[src/rtl/fetch_unit.sv]
// fetch_unit: program counter and fetch stage in front of a combinational-read
// instruction memory. The fetched word and its PC are registered and offered to
// decode with a valid/ready handshake. Supports sequential advance, redirect
// with flush, back-pressure stall, and sticky faults on misaligned or
// out-of-range fetch addresses.
// Optional feature macro: FETCH_PERF_EN adds the perf_fetch_cnt and
// perf_stall_cnt counters.
module fetch_unit #(
   parameter logic [31:0] RESET_PC   = 32'h0000_0000,
   parameter int          IMEM_WORDS = 128
) (
   input  logic        clk,
   input  logic        reset,
   output logic [31:0] imem_addr,
   input  logic [31:0] imem_data,
   input  logic        redirect_valid,
   input  logic [31:0] redirect_target,
   output logic        out_valid,
   input  logic        out_ready,
   output logic [31:0] out_instr,
   output logic [31:0] out_pc,
   output logic [31:0] out_pc_plus4,
`ifdef FETCH_PERF_EN
   output logic [31:0] perf_fetch_cnt,
   output logic [31:0] perf_stall_cnt,
`endif
   output logic        fault
);

   typedef enum logic [1:0] {BOOT, RUN, FAULT} state_t;

   // One bit wider than the PC so the limit itself never overflows.
   localparam logic [32:0] PC_LIMIT = 33'(IMEM_WORDS) << 2;

   state_t      state_q, state_d;
   logic [31:0] pc_q, pc_d;
   logic        out_valid_q, out_valid_d;
   logic [31:0] out_instr_q, out_instr_d;
   logic [31:0] out_pc_q, out_pc_d;
   logic        fault_q, fault_d;
   logic        load, pc_legal, legal_load;

   assign load     = (state_q == RUN) && (!out_valid_q || out_ready);
   assign pc_legal = (pc_q[1:0] == 2'b00) && ({1'b0, pc_q} < PC_LIMIT);

   // Next-state logic: a redirect in RUN beats loading, and loading beats holding.
   always_comb begin
      state_d     = state_q;
      pc_d        = pc_q;
      out_valid_d = out_valid_q;
      out_instr_d = out_instr_q;
      out_pc_d    = out_pc_q;
      fault_d     = fault_q;
      legal_load  = 1'b0;
      case (state_q)
         BOOT: state_d = RUN;
         RUN: begin
            if (redirect_valid) begin
               pc_d        = redirect_target;
               out_valid_d = 1'b0;
            end else if (load) begin
               if (pc_legal) begin
                  legal_load  = 1'b1;
                  out_instr_d = imem_data;
                  out_pc_d    = pc_q;
                  out_valid_d = 1'b1;
                  pc_d        = pc_q + 32'd4;
               end else begin
                  out_valid_d = 1'b0;
                  fault_d     = 1'b1;
                  state_d     = FAULT;
               end
            end
         end
         FAULT: begin
            // A still-pending output drains once; nothing new is ever fetched.
            if (out_ready) out_valid_d = 1'b0;
         end
         default: state_d = BOOT;
      endcase
   end

   // State and datapath registers; reset overrides any stall or redirect.
   always_ff @(posedge clk) begin
      if (reset) begin
         state_q     <= BOOT;
         pc_q        <= RESET_PC;
         out_valid_q <= 1'b0;
         out_instr_q <= 32'd0;
         out_pc_q    <= 32'd0;
         fault_q     <= 1'b0;
      end else begin
         state_q     <= state_d;
         pc_q        <= pc_d;
         out_valid_q <= out_valid_d;
         out_instr_q <= out_instr_d;
         out_pc_q    <= out_pc_d;
         fault_q     <= fault_d;
      end
   end

`ifdef FETCH_PERF_EN
   logic [31:0] perf_fetch_q, perf_stall_q;

   // Performance counters: legal loads and back-pressured cycles, wrapping.
   always_ff @(posedge clk) begin
      if (reset) begin
         perf_fetch_q <= 32'd0;
         perf_stall_q <= 32'd0;
      end else begin
         if (legal_load) perf_fetch_q <= perf_fetch_q + 32'd1;
         if (out_valid_q && !out_ready) perf_stall_q <= perf_stall_q + 32'd1;
      end
   end

   assign perf_fetch_cnt = perf_fetch_q;
   assign perf_stall_cnt = perf_stall_q;
`endif

   assign imem_addr    = pc_q;
   assign out_valid    = out_valid_q;
   assign out_instr    = out_instr_q;
   assign out_pc       = out_pc_q;
   assign out_pc_plus4 = out_pc_q + 32'd4;
   assign fault        = fault_q;

endmodule

[config.mk]
export PLATFORM = sky130hd
export DESIGN_NAME = fetch_unit
export DESIGN_NICKNAME = d
export VERILOG_FILES = /design/src/rtl/fetch_unit.sv
export SDC_FILE = /design/constraint.sdc
export NUM_CORES = 1
export LEC_CHECK = 0
export ABC_CLOCK_PERIOD_IN_PS = 2430
export BUFFER_PORTS_ARGS = -buffer_cell sky130_fd_sc_hd__buf_4
export CAP_MARGIN = 25
export CORE_UTILIZATION = 25
export CTS_CLUSTER_SIZE = 10
export DETAILED_ROUTE_END_ITERATION = 16
export SLEW_MARGIN = 20
export SYNTH_ARGS = -nofsm -noshare
export SYNTH_HDL_FRONTEND = slang
export SYNTH_SLANG_ARGS = --single-unit
[constraint.sdc]
create_clock -name clk -period 2.43 [get_ports clk]
set_clock_uncertainty 0.15 [all_clocks]
set_input_delay 0.1215 -clock clk [delete_from_list [all_inputs] [get_ports clk]]
set_output_delay 0.1215 -clock clk [all_outputs]
set_load 0.1 [all_outputs]
Word-level counts from Yosys, hierarchy flattened
Cells that the tools add are included.

storage, ports and cells
  bits in registers = 100
  input bits = 68
  logic and storage cells = 45

operators by class
  $add $sub $neg = 2
  order comparisons = 1
  eq/ne operators = 7
  multiplexer cells = 12
  bitwise logic cells = 3
  reduce and logical (&&, ||, !) cells = 14

operators by type and width
  operator               count
  $mux 32                3
  $add 32x3->32 const B  2
  $lt 32x10->1 const B   1
  $reduce_and 4->1       3
  $ne 2x2->1 const B     4
  $mux 2                 3
  $pmux 2 s3             1
  $reduce_and 3->1       2
  $reduce_bool 2->1      3
  $logic_not 2->1        2
  $mux 1                 4
  $ne 3x3->1 const B     1
  $not 1->1              3
  $eq 2x1->1 const B     1
  $eq 2x2->1 const B     1
  $logic_and 1x1->1      2
  $pmux 1 s2             1
  $logic_not 1->1        1
  $logic_or 1x1->1       1

Depth between registers and ports, before layout
  word-level depth = 6
  mapped depth = 7
  mapped depth without buffers = 6

Worst setup path before layout
No wires, ideal clock.

  kind = reg-to-output
  start = register out_pc_q[17] (netlist: out_pc[17])
  end = output port out_pc_plus4[31]
  data arrival time = 3846 ps
  path slack = -1687 ps
  cell stages (with the launch flop) = 6
  path buffers = 0
  path through = dfxtp_1 > and4_1 > nand3_1 > nor4_2 > nand4_1 > xnor2_1

on the way
  word-level cells in the longest chain between the ends = 1

RTL lines
  what                      RTL line  RTL
  start: declaration        39        logic [31:0] out_pc_q, out_pc_d;
  start signal: assignment  97        out_pc_q <= out_pc_d;
  $add 32x3->32             124       assign out_pc_plus4 = out_pc_q + 32'd4;
  end: declaration          22        output logic [31:0] out_pc_plus4,

No other way between the ends.

Worst setup path after layout
  start = register out_pc_q[7] (netlist: out_pc[7])
  end = output port out_pc_plus4[31]

Same word-level chain as after synthesis.

==> metrics.md <==
| Metric | Value |
|---|---|
| Final max-slew violation count | `0` |
| Core ar. | `18000 um2` |
| Fin util | `45.5%` |
| Warnings from Yosys | `0` |
| Internal power | `0.00284 W` |
| Number of flops mapped to enable cells by yosys | `0` |
| Leakage | `3.52 nW` |
| TritonCTS clock tree | `yes` |
| Top cell type by total area after synthesis | `dfxtp_1` |
| Critical path peak fanout | `6` |
| Sw Share | `36.0%` |
| Num CTS Buffers | `9` |
| Reg2Reg Depth | `7` |
| Unrepaired setup endpoints after global routing | `yes` |
| Clock root cell | `clkbuf_16` |
| Mapped Cells | `around 500` |
| Final Cycle Share | `98.3%` |
| Net switching power | `0.00160 W` |
| Final net count | `862` |
| Setup-violating endpoint count in the final report | `0` |
| Total Routing Usage GR | `between 15 and 20%` |
| Synth top area share | `between 40% and 50%` |
| Final Routed Wirelength | `15.5 mm` |
| WHS Path Cells | `4` |
| Dpl hpwl | `10.9 mm` |
| Met3 wire length | `869 um` |
| First-pass GRT wire length | `23.8 mm` |
| Max layer used | `met4` |
| Largest cells by area after synthesis | `dfxtp_1, mux2i_1, nor2_1` |
| Synth cell count leaders | `dfxtp_1, nor2_1, nand2_1` |
| Vias | `4731` |
| Clock Sink Count | `100` |
| Area Overhead vs Synth | `78.8%` |
| Synth async-reset ratio | `0%` |
| Drc violations | `0` |
| Placed cells | `935` |
| VDD IR-drop max | `0.342 mV` |
| Flop pwr share | `40.1%` |
| Later-pin clock latency in the skew report | `0.35 ns` |
| Die Area | `between 15000 and 20000 um2` |
| Non-filler cells, final | `slightly above 1000` |
| Gr ovfl total | `0` |
| Worst endpoint required time | `2.16 ns` |
| CP arrival | `2.12 ns` |
| Setup CP Type | `flop to output pin` |
| Pwr Density | `542 nW/um2` |
| Final hold violation count | `0` |
| Syn Std Cell Area | `4570 um2` |
| Initial antenna violation count | `0` |
| Seq/Total Area, Yosys | `43.8%` |
| Worst setup EP type | `output pin` |
| Ant. Diodes | `0` |
| Largest net degree at the start of global routing | `44` |
| Share of cells above drive strength 1 | `approximately 45%` |
| Outcome | `finished, final reports clean` |
| Slew margin rel. | `65.8%` |
| DR WL/cell | `15.1 um` |
| Drt initial violations | `193` |
| Clock-pin slew on the worst setup and hold paths | `0.07 ns` |
| GP Congestion | `approximately 0.79` |
| Post-route minimum period | `between 2 and 2.5 ns` |
| Predominant post-synthesis flop cell | `dfxtp_1` |
| WL met2 | `7.38 mm` |
| Largest stage delay on the critical path | `0.37 ns` |
| Synth Register Bits | `100` |
| Distinct cells, synth | `53` |
| Syn_area_per_cell | `about 9 um2` |
| Die Ht | `137 um` |
| Worst-margin pin slew | `~0.51 ns` |
| Crit start category | `flop` |
| Worst path cell trace | `and4_4, nand3_4, nor4_4, nand4_1, xnor2_4, buf_12` |
| Hold crit path type | `primary input to flop` |
| Drt via density | `4.61` |
| Comb pwr share | `28.3%` |
| Syn Nets | `579` |
| Most frequent cell after synthesis | `dfxtp_1` |
| First-pass DRT Iterations | `4` |
| Row count | `49` |
| Clk pwr share | `31.6%` |
| Number of global-route vias before repair | `around 4500` |
| Slowest CP cell | `dfxtp_4` |
| Number of placed I/O pins | `198` |
| Initial Utilization | `25.5%` |
| Post-route ant nets | `0` |
| Met1 wire length | `6.97 mm` |
| Max_cap viols | `0` |
| Width of the die | `137 um` |
| F_max | `419 MHz` |
| Port-buffer cells | `197` |
| CTS H-tree lvls | `3` |
| Clock Path Buffers | `2` |
[cell usage in the layout, fill, tap and decap left out, drive strengths merged, types with 2 or more instances in the layout]
cell	n
or2	5
a221oi	2
nor3	12
and3	6
o31a	2
a211oi	5
mux2i	41
a21oi	18
o21ai	14
o41ai	7
and2	28
nor4	7
xor2	10
a32o	3
nand2b	4
a22oi	10
ha	2
inv	13
dlygate4sd3	59
and4	7
nand4	11
a31oi	4
nor2	67
clkbuf	12
nand2	44
o22ai	2
nand3	21
nor2b	3
dfxtp	100
clkinv	2
xnor2	18
o31ai	4
buf	241
[final timing paths]
check | start | endpoint | slack, ns
setup / recovery | out_pc[7] | out_pc_plus4[31] | 0.04
hold / removal | out_ready | out_valid | 0.02
setup reg to reg | imem_addr[9] | out_instr[21] | 0.16
hold reg to reg | fault | fault | 0.30
[timing repair]
| item | 4_1_cts | 5_1_grt |
|---|---|---|
| endpoints found under the setup margin | 17 | 16 |
| pin swaps | 9 | 8 |
| gates resized for setup | 25 | 22 |
| buffers inserted | 9 | 7 |
| hold endpoints to repair | 59 | 0 |
| cloned | 0 | 0 |
| hold buffers | 59 | 0 |
[flip-flops by register name, summed over array words and instances, names as in the netlist]
name and count:
fault 1, imem_addr 32, out_instr 32, out_pc 32, out_valid 1, state_q 2
[metal layers]
| layer | up-vias | GRT usage, % |
|---|---|---|
| met2 | 150 | 26.8 |
| met1 | 2202 | 21.1 |
| met4 | 0 | 6.53 |
| met5 | - | 0 |
| li1 | 2363 | - |
| met3 | 16 | 3.38 |
[stage by stage]
stage | total power [W] | hold slack, ns | setup WS, ns | TNS (ns) | cell area [um2]
6_report | 0.00444 | 0.0245 | 0.0414 | 0 | 8180
5_1_grt | 0.00463 | 0.0420 | -0.0690 | -0.329 | 8180
4_1_cts | 0.00449 | 0.00446 | -0.0173 | -0.0173 | 8030
3_5_place_dp | 0.00299 | 0.215 | 0.142 | 0 | 7000
3_3_place_gp | 0.00299 | 0.202 | 0.196 | 0 | 7000
2_1_floorplan | 0.00263 | 0.108 | -0.257 | -1.21 | 5150
[cell families after synthesis]
kind of cell / after synthesis / share of synthesized area, %
buffers and inverters: 39 / 4.18
multiplexers: 41 / 8.97
adder cells (fa/ha/maj): 2 / 0.547
AO/OA/AOI/OAI: 76 / 11.6
XOR/XNOR: 28 / 5.36
flip-flops: 100 / 43.8
AND/OR/NAND/NOR: 223 / 25.6
[power groups by stage]
| stage | clock (W) | combinational [W] | sequential (W) |
|---|---|---|---|
| after CTS | 0.00146 | 0.00126 | 0.00178 |
| after floorplan | 0 | 0.000344 | 0.00229 |
| after detailed placement | 0 | 0.00118 | 0.00182 |
| final | 0.00140 | 0.00125 | 0.00178 |
| after global routing | 0.00152 | 0.00132 | 0.00179 |
| after global placement | 0 | 0.00118 | 0.00182 |
[critical path: cells and delay by family, from the launching register on]
| kind | cells | cell delay (ns) |
|---|---|---|
| and+or+nand+nor | 4 | 0.96 |
| DFF | 1 | 0.37 |
| xor gates and xnor gates | 1 | 0.23 |
| buffers and inverters | 1 | 0.19 |
[layout make-up]
| type | instances | area, um2 |
|---|---|---|
| Fill cell | 1683 | 9780 |
| Multi-Input combinational cell | 370 | 2930 |
| Timing Repair Buffer | 300 | 2540 |
| Sequential cell | 100 | 2100 |
| Tap cell | 229 | 287 |
| Clock buffer | 12 | 246 |
| Inverter | 11 | 41.3 |
| Clock inverter | 4 | 31.3 |
No activity file was read; power rests on OpenSTA's default activity.
